### src/rtl/riscvx_pkg.sv
// Shared definitions for the RISC-V pipeline: access-size masks, the data-memory
// sequencer state encoding and the alignment rule for loads and stores.
package riscvx_pkg;

    localparam logic [3:0] MASK_B = 4'b0001;
    localparam logic [3:0] MASK_H = 4'b0011;
    localparam logic [3:0] MASK_W = 4'b1111;

    typedef enum logic [1:0] {
        IDLE = 2'd0,
        REQ  = 2'd1,
        RESP = 2'd2,
        DONE = 2'd3
    } dmem_state_t;

    // Halfwords need an even address, words a 4-byte aligned one; bytes never fault.
    function automatic logic is_misaligned(input logic [3:0] mask, input logic [1:0] offset);
        logic result;
        case (mask)
            MASK_H:  result = offset[0];
            MASK_W:  result = (offset != 2'b00);
            default: result = 1'b0;
        endcase
        return result;
    endfunction

endpackage

### src/rtl/dmem_ctrl_load_align.sv
// Load data alignment: shifts the bus word down to the addressed byte lane and
// sign- or zero-extends it to 32 bits. Shared with the WB bypass path.
module load_align
    import riscvx_pkg::*;
(
    input  logic [31:0] rdata,
    input  logic [1:0]  offset,
    input  logic [3:0]  mask,
    input  logic        zext,
    output logic [31:0] data
);

    logic [31:0] shifted_s;

    // Lane select followed by size-dependent extension.
    always_comb begin
        shifted_s = rdata >> {offset, 3'b000};
        case (mask)
            MASK_B:  data = {{24{~zext & shifted_s[7]}}, shifted_s[7:0]};
            MASK_H:  data = {{16{~zext & shifted_s[15]}}, shifted_s[15:0]};
            MASK_W:  data = shifted_s;
            default: data = shifted_s;
        endcase
    end

endmodule

### src/rtl/dmem_ctrl.sv
// MEM-stage data-memory sequencer: issues one req/gnt/rvalid transaction per
// load/store, freezes the pipeline until it completes and returns load data.
module dmem_ctrl
    import riscvx_pkg::*;
#(
    parameter int unsigned TIMEOUT = 32'd255
) (
    input  logic        clk,
    input  logic        reset,
    input  logic        memread_MEM,
    input  logic        memwrite_MEM,
    input  logic        load_unsigned_MEM,
    input  logic [3:0]  mask_MEM,
    input  logic [31:0] ALU_data_MEM,
    input  logic [31:0] store_data_MEM,
    output logic        dmem_req,
    output logic        dmem_we,
    output logic [31:0] dmem_addr,
    output logic [3:0]  dmem_be,
    output logic [31:0] dmem_wdata,
    input  logic        dmem_gnt,
    input  logic        dmem_rvalid,
    input  logic [31:0] dmem_rdata,
    output logic        stall_mem,
    output logic [31:0] load_data_MEM,
    output logic        load_valid,
    output logic        misalign_exc,
    output logic        bus_err
);

    localparam logic [7:0] TIMEOUT_C = 8'(TIMEOUT);

    dmem_state_t state_r, state_nxt_s;
    logic [7:0]  cnt_r, cnt_nxt_s, cnt_inc_s;
    logic [31:0] load_data_r, load_data_nxt_s, aligned_s;
    logic        load_valid_r, load_valid_nxt_s;
    logic        misalign_r, misalign_nxt_s;
    logic        bus_err_r, bus_err_nxt_s;
    logic        access_s, misalign_s, req_s, stall_s;

    load_align u_load_align (
        .rdata  (dmem_rdata),
        .offset (ALU_data_MEM[1:0]),
        .mask   (mask_MEM),
        .zext   (load_unsigned_MEM),
        .data   (aligned_s)
    );

    assign access_s   = memread_MEM | memwrite_MEM;
    assign misalign_s = is_misaligned(mask_MEM, ALU_data_MEM[1:0]);
    assign cnt_inc_s  = cnt_r + 8'd1;

    // Next-state, timeout counter and result capture.
    always_comb begin
        state_nxt_s     = state_r;
        cnt_nxt_s       = cnt_r;
        load_data_nxt_s = load_data_r;
        misalign_nxt_s  = 1'b0;
        bus_err_nxt_s   = 1'b0;
        req_s           = 1'b0;
        stall_s         = 1'b0;
        case (state_r)
            IDLE: begin
                if (access_s) begin
                    stall_s = 1'b1;
                    if (misalign_s) begin
                        state_nxt_s     = DONE;
                        misalign_nxt_s  = 1'b1;
                        load_data_nxt_s = 32'h0000_0000;
                    end else begin
                        req_s     = 1'b1;
                        cnt_nxt_s = 8'd0;
                        if (dmem_gnt) begin
                            state_nxt_s = memwrite_MEM ? DONE : RESP;
                        end else begin
                            state_nxt_s = REQ;
                        end
                    end
                end else begin
                    state_nxt_s = IDLE;
                end
            end
            REQ: begin
                req_s   = 1'b1;
                stall_s = 1'b1;
                if (dmem_gnt) begin
                    cnt_nxt_s   = 8'd0;
                    state_nxt_s = memwrite_MEM ? DONE : RESP;
                end else if (cnt_inc_s == TIMEOUT_C) begin
                    state_nxt_s     = DONE;
                    bus_err_nxt_s   = 1'b1;
                    load_data_nxt_s = 32'h0000_0000;
                end else begin
                    cnt_nxt_s = cnt_inc_s;
                end
            end
            RESP: begin
                stall_s = 1'b1;
                if (dmem_rvalid) begin
                    state_nxt_s     = DONE;
                    load_data_nxt_s = aligned_s;
                end else if (cnt_inc_s == TIMEOUT_C) begin
                    state_nxt_s     = DONE;
                    bus_err_nxt_s   = 1'b1;
                    load_data_nxt_s = 32'h0000_0000;
                end else begin
                    cnt_nxt_s = cnt_inc_s;
                end
            end
            DONE: begin
                state_nxt_s = IDLE;
            end
            default: begin
                state_nxt_s = IDLE;
            end
        endcase
        // The instruction is frozen in MEM, so its memread is still valid in DONE.
        load_valid_nxt_s = (state_nxt_s == DONE) & memread_MEM;
    end

    // State and result registers.
    always_ff @(posedge clk or negedge reset) begin
        if (!reset) begin
            state_r      <= IDLE;
            cnt_r        <= 8'd0;
            load_data_r  <= 32'h0000_0000;
            load_valid_r <= 1'b0;
            misalign_r   <= 1'b0;
            bus_err_r    <= 1'b0;
        end else begin
            state_r      <= state_nxt_s;
            cnt_r        <= cnt_nxt_s;
            load_data_r  <= load_data_nxt_s;
            load_valid_r <= load_valid_nxt_s;
            misalign_r   <= misalign_nxt_s;
            bus_err_r    <= bus_err_nxt_s;
        end
    end

    // Request and stall decode straight from the inputs in IDLE; masked while in reset.
    assign dmem_req      = req_s & reset;
    assign stall_mem     = stall_s & reset;
    assign dmem_we       = memwrite_MEM;
    assign dmem_addr     = {ALU_data_MEM[31:2], 2'b00};
    assign dmem_be       = mask_MEM << ALU_data_MEM[1:0];
    assign dmem_wdata    = store_data_MEM << {ALU_data_MEM[1:0], 3'b000};
    assign load_data_MEM = load_data_r;
    assign load_valid    = load_valid_r;
    assign misalign_exc  = misalign_r;
    assign bus_err       = bus_err_r;

endmodule

### config.mk
export PLATFORM = sky130hd
export DESIGN_NAME = dmem_ctrl
export DESIGN_NICKNAME = d
export VERILOG_FILES = /design/src/rtl/riscvx_pkg.sv /design/src/rtl/dmem_ctrl_load_align.sv /design/src/rtl/dmem_ctrl.sv
export SDC_FILE = /design/constraint.sdc
export NUM_CORES = 1
export LEC_CHECK = 0
export CORE_UTILIZATION = 50
export DETAILED_ROUTE_END_ITERATION = 7
export DONT_BUFFER_PORTS = 1
export GPL_TIMING_DRIVEN = 0
export PLACE_DENSITY_LB_ADDON = 0.1
export SLEW_MARGIN = 0
export SYNTH_ARGS = -nofsm -noshare
export SYNTH_HDL_FRONTEND = slang
export SYNTH_SLANG_ARGS = --single-unit
export TNS_END_PERCENT = 1
### constraint.sdc
create_clock -name clk -period 2.7 [get_ports clk]
set_input_delay 0.54 -clock clk [delete_from_list [all_inputs] [get_ports clk]]
set_output_delay 0.54 -clock clk [all_outputs]
set_load 0.005 [all_outputs]
==> Word level (Yosys, flattened, before mapping) <==
Index checks and enable logic that the tools add are counted.
{ "classes": {"n_addsub": 1, "n_mul": 0, "div": 0, "n_lt_le_gt_ge": 0, "n_eq_ne": 13, "shift": 3, "n_mux": 34, "bitwise": 7, "n_reduce_logical": 6} }
{ "op_table": {"columns": ["operator", "n"], "rows": [
  ["$mux 32", 5],
  ["$pmux 32 s3", 1],
  ["$pmux 32 s2", 1],
  ["$mux 8", 5],
  ["$shl 32x5->32", 1],
  ["$shr 32x5->32", 1],
  ["$pmux 8 s3", 1],
  ["$mux 2", 6],
  ["$mux 1", 10],
  ["$ne 2x2->1 const B", 5],
  ["$add 8x1->8 const B", 1],
  ["$eq 8x8->1 const B", 1],
  ["$pmux 1 s2", 4],
  ["$pmux 2 s4", 1],
  ["$reduce_and 4->1", 2],
  ["$eq 2x2->1 const B", 3],
  ["$and 1x1->1", 5],
  ["$eq 4x1->1 const B", 1],
  ["$eq 4x2->1 const B", 1],
  ["$eq 4x4->1 const B", 1],
  ["$shl 4x2->4", 1],
  ["$reduce_bool 3->1", 1],
  ["$eq 2x1->1 const B", 1],
  ["$logic_not 2->1", 1],
  ["other kinds (4)", 4]
]} }
{ "word_totals": {"regBits": 45, "latch_bits": 0, "ram_bits": 0, "romBits": 0, "inputBits": 107, "out_inout_bits": 106, "n_memories": 0} }

==> Depth between registers and ports, before layout <==
{ "logic_depth": {"ltp_word": 7, "mapped_depth": 8, "ltp_nobuf": 7} }

==> Modules after synthesis <==
From an unflattened synthesis, not the netlist that was laid out.
{ "unflattened": {"cells_unflattened": 418, "hier_area_um2": 3724.8} }
{ "by_module_without_submodules": {"columns": ["module", "n_inst", "cells_each", "area_per_inst_um2", "seq_area_each_um2"], "rows": [
  ["dmem_ctrl", 1, 324, 2991.6, 1126.1],
  ["load_align", 1, 94, 733.2, 0.0]
]} }

==> Least setup slack after synthesis <==
OpenSTA, ideal clock, no wires.
{ "synth_path": {"path_kind": "input -> output", "from": "in ALU_data_MEM[1]", "to": "out dmem_wdata[24]", "arrival_ns": 1.839, "required_time_ns": 2.160, "setup_slack_ns": 0.321, "cell_stages": 6, "path_buffers": 4, "cell_sequence": "buf_6 clkbuf_1 clkbuf_1 buf_2 a211oi_1 a21oi_1"} }
{ "synth_between": {"elab_chain_len": 1} }
{ "synth_rtl": {"columns": ["item", "line", "rtl"], "rows": [
  ["from (decl)", "dmem_ctrl.sv:14", "input logic [31:0] ALU_data_MEM,"],
  ["$shl 32x5->32", "dmem_ctrl.sv:146", "assign dmem_wdata = store_data_MEM << {ALU_data_MEM[1:0], 3'b000};"],
  ["to (decl)", "dmem_ctrl.sv:20", "output logic [31:0] dmem_wdata,"]
]} }
No other way between the ends.

==> Worst setup path after layout <==
{ "layout_path": {"from": "in ALU_data_MEM[0]", "to": "out dmem_wdata[27]"} }
The elaborated chain is that of the path after synthesis.

==> flow_summary.ini <==
[outcome]
status = completed

[timing]
rsz0062_at_grt = no
skew_ns = 0.00537
hold_viol = 0
finalMaxSlewViolations = 0
slew_headroom_pct = 50.9
min_period_ns = 2.54
max_clock_freq_mhz = 393
min_period_over_period_pct = 94.2
setup_tns_ns = 0
worst_pin_slew_ns = 0.731
timing.final.ws_setup_ns = 0.156
timing.hold.ws_ns = 0.0765
setup_viol = 0

[worst_setup_path]
critical_path.max_fanout = 10
start_kind = input port
slowest_stage = buf_1
crit_buf_inv = 3
cp.arrival_ns = 2.00
critical_path_depth = 5
worstRegToRegCells = 7
rrSetupSlack_ns = 0.38
slowest_delay_ns = 0.43
timing.rr.start = cnt_r[0]$_DFFE_PN0P_
path_cells = clkbuf_1 -> buf_1 -> clkbuf_2 -> a211oi_1 -> a21oi_1
critical-path-top-delay-family = buffers and inverters
worst_ep_required_time_ns = 2.16
cp-end-kind = primary output
worstSetupPathType = input port to primary output
r2r-end = load_data_MEM[11]$_DFFE_PN0P_

[layout]
layout_common_cells = 45 x dfrtp_1, 34 x o21ai_0, 34 x mux2i_1
finish.instance_area_sq_um = 3690
final_common_cell = dfrtp_1
fin_cells = 487
syn_to_final_growth_pct = 6.12
drive_above_1_share_pct = 13.8
antennaDiodeCount = 0
nNetsFinal = 522
finish.utilization_pct = 54.6

[grt]
grt_max_degree = 46
grt.total_usage_pct = 29.4
overflow = 0
grt_antenna_before_repair = 0
grt_pass1_vias = 3010
grt_first_pass_wirelength_mm = 16.4

[placed_design]
io_buffers = 0
dpl_worst_slack_ns = -0.209
hpwl_mm = 8.33
gp_congestion = 0.868
dp.cells = 480
place_area_sq_um = 3580

[route]
drtPass1Iterations = 5
wl_per_cell_um = 22.7
routed_wl_mm = 11.1
routed_via_density = 6.72
ant_nets = 0
drtIter0Drc = 156
drcViolationCount = 0
vias = 3275

[cts]
cts_setup_buffers = 0
max-clock-path-buffers = 2
cts_made_buffers = 5
cts.sinks = 45
clk_pin_slew_worst_paths_ns = 0.08
root_buffer = clkbuf_8
clk_latency_ns = 0.29
htree_levels = 2
cts_tree = built

[synth]
synth_top_area_cell = dfrtp_1
netlist_area_sq_um = 3480
avgSynthCellArea_sq_um = 8.72
synth-edff-count = 0
ys_seq_elements = 45
ys_warn_count = 0
synthFlopType = dfrtp_1
synthArstFlopShare_pct = 100
seq_area_frac_synth_pct = 32.4
ys_top_cells_by_area = dfrtp_1 32%, mux2i_1 9.8%, buf_4 7.1%
synth_top_area_share_pct = 32.4
netlist_instances = 399
synth_cell_types = 49

[floorplan]
dieArea_sq_um = 7290
core_sq_um = 6760
start_util_pct = 51.5
pin_count = 213
rows = 30
die-width_um = 85.4
die_y_um = 85.4

[power_and_ir_drop]
power_mw = 2.14
p_sw_share_pct = 40.8
seqPwrFrac_pct = 40.8
p_per_area_nw_per_um2 = 581
combPwrFrac_pct = 41.0
power.share.clock_pct = 18.2
p_sw_mw = 0.875
leakage_nw = 1.73
vdd_ir_drop_max_uv = 276
p_int_mw = 1.27

[hold_path]
hold_class = input port to asynchronous set/reset pin

[flow_run]
drv_cap = 0
what timing repair did:
item                                   CTS  global route
endpoints found under the hold margin   45             0
gates resized for setup                  2             5
hold buffers                             1             0
pin swaps                                0             0
setup endpoints to repair               19            24
worst max path at each step:
stage	start	endpoint	slack [ns]
after floorplan	ALU_data_MEM[1]	dmem_wdata[24]	0.32
after CTS	ALU_data_MEM[1]	dmem_wdata[24]	0.02
final	ALU_data_MEM[0]	dmem_wdata[27]	0.16
after global placement	ALU_data_MEM[1]	dmem_wdata[24]	-0.16
after detailed placement	ALU_data_MEM[1]	dmem_wdata[24]	-0.21
after global routing	ALU_data_MEM[1]	dmem_be[0]	0.03
synthesized netlist by cell type, types with 2 or more instances:
| library cell | n |
|---|---|
| o31ai_1 | 4 |
| and2_0 | 2 |
| nor2_1 | 27 |
| ha_1 | 7 |
| and3_1 | 4 |
| nand3_1 | 5 |
| nor3b_1 | 2 |
| a211oi_1 | 9 |
| buf_1 | 3 |
| clkbuf_1 | 21 |
| a31oi_1 | 2 |
| nand4_1 | 2 |
| dfrtp_1 | 45 |
| nand2b_1 | 3 |
| o2bb2ai_1 | 8 |
| mux2i_1 | 34 |
| nand2_1 | 24 |
| inv_1 | 6 |
| o221ai_1 | 2 |
| o21ai_0 | 34 |
| or3_1 | 3 |
| a22o_1 | 16 |
| a21oi_1 | 23 |
| buf_4 | 33 |
| a211o_1 | 14 |
| nand3b_1 | 2 |
| o211a_1 | 2 |
| xor2_1 | 2 |
| buf_2 | 4 |
| nor3_1 | 2 |
| nor2b_1 | 21 |
| a32o_1 | 8 |
| and2_1 | 9 |
registers in the layout, summed over array words and instances, names as in the netlist:
signal	cells
bus_err	1
cnt_r	8
load_data_MEM	32
load_valid	1
misalign_exc	1
state_r	2
cell families (layout without fill, tap and decap cells):
logic type | after synthesis | in the layout | share of synthesized area (%)
and+or+nand+nor | 107 | 107 | 15.5
other | 1 | 2 | 0.108
AOI/OAI and AO/OA | 133 | 133 | 27.4
DFF | 45 | 45 | 32.4
xor gates and xnor gates | 3 | 3 | 0.756
adders and majority gates | 7 | 7 | 2.52
buffers and inverters | 68 | 75 | 11.3
muxes | 35 | 35 | 10.1
per-layer routing:
metal | vias up | share of wire, % | GRT usage [%]
li1 | 1435 | - | -
met1 | 1597 | 42 | 40.4
met2 | 222 | 46 | 46.0
met3 | 21 | 11 | 8.27
met4 | 0 | 1.7 | 6.82
met5 | - | 0 | 0
area by class of cell:
class,count,area (sq um)
clock buffer,5,68.8
tap,80,100
inverter,6,22.5
buffer,62,374
sequential,45,1130
fill,647,3070
clock inverter,1,5.00
timing repair buffer,1,27.5
multi-input combinational,287,1970
power by group through the flow:
stage          sequential (mW)  combinational, mW  clock (mW)
2_1_floorplan            0.852              0.666           0
3_3_place_gp             0.885              0.836           0
3_5_place_dp             0.885              0.852           0
4_1_cts                  0.874              0.872       0.406
5_1_grt                  0.887              0.979       0.427
6_report                 0.875              0.880       0.389
worst register-to-register path: cells and delay by family, from the launching register on:
kind | cells | cell delay, ns
buffers and inverters | 1 | 0.31
AO/OA/AOI/OAI | 2 | 0.57
flip-flops | 1 | 0.42
adder cells (fa/ha/maj) | 1 | 0.27
AND/OR/NAND/NOR | 2 | 0.47
XOR/XNOR | 1 | 0.16
Note: power is estimated with default switching activity, not from simulation.
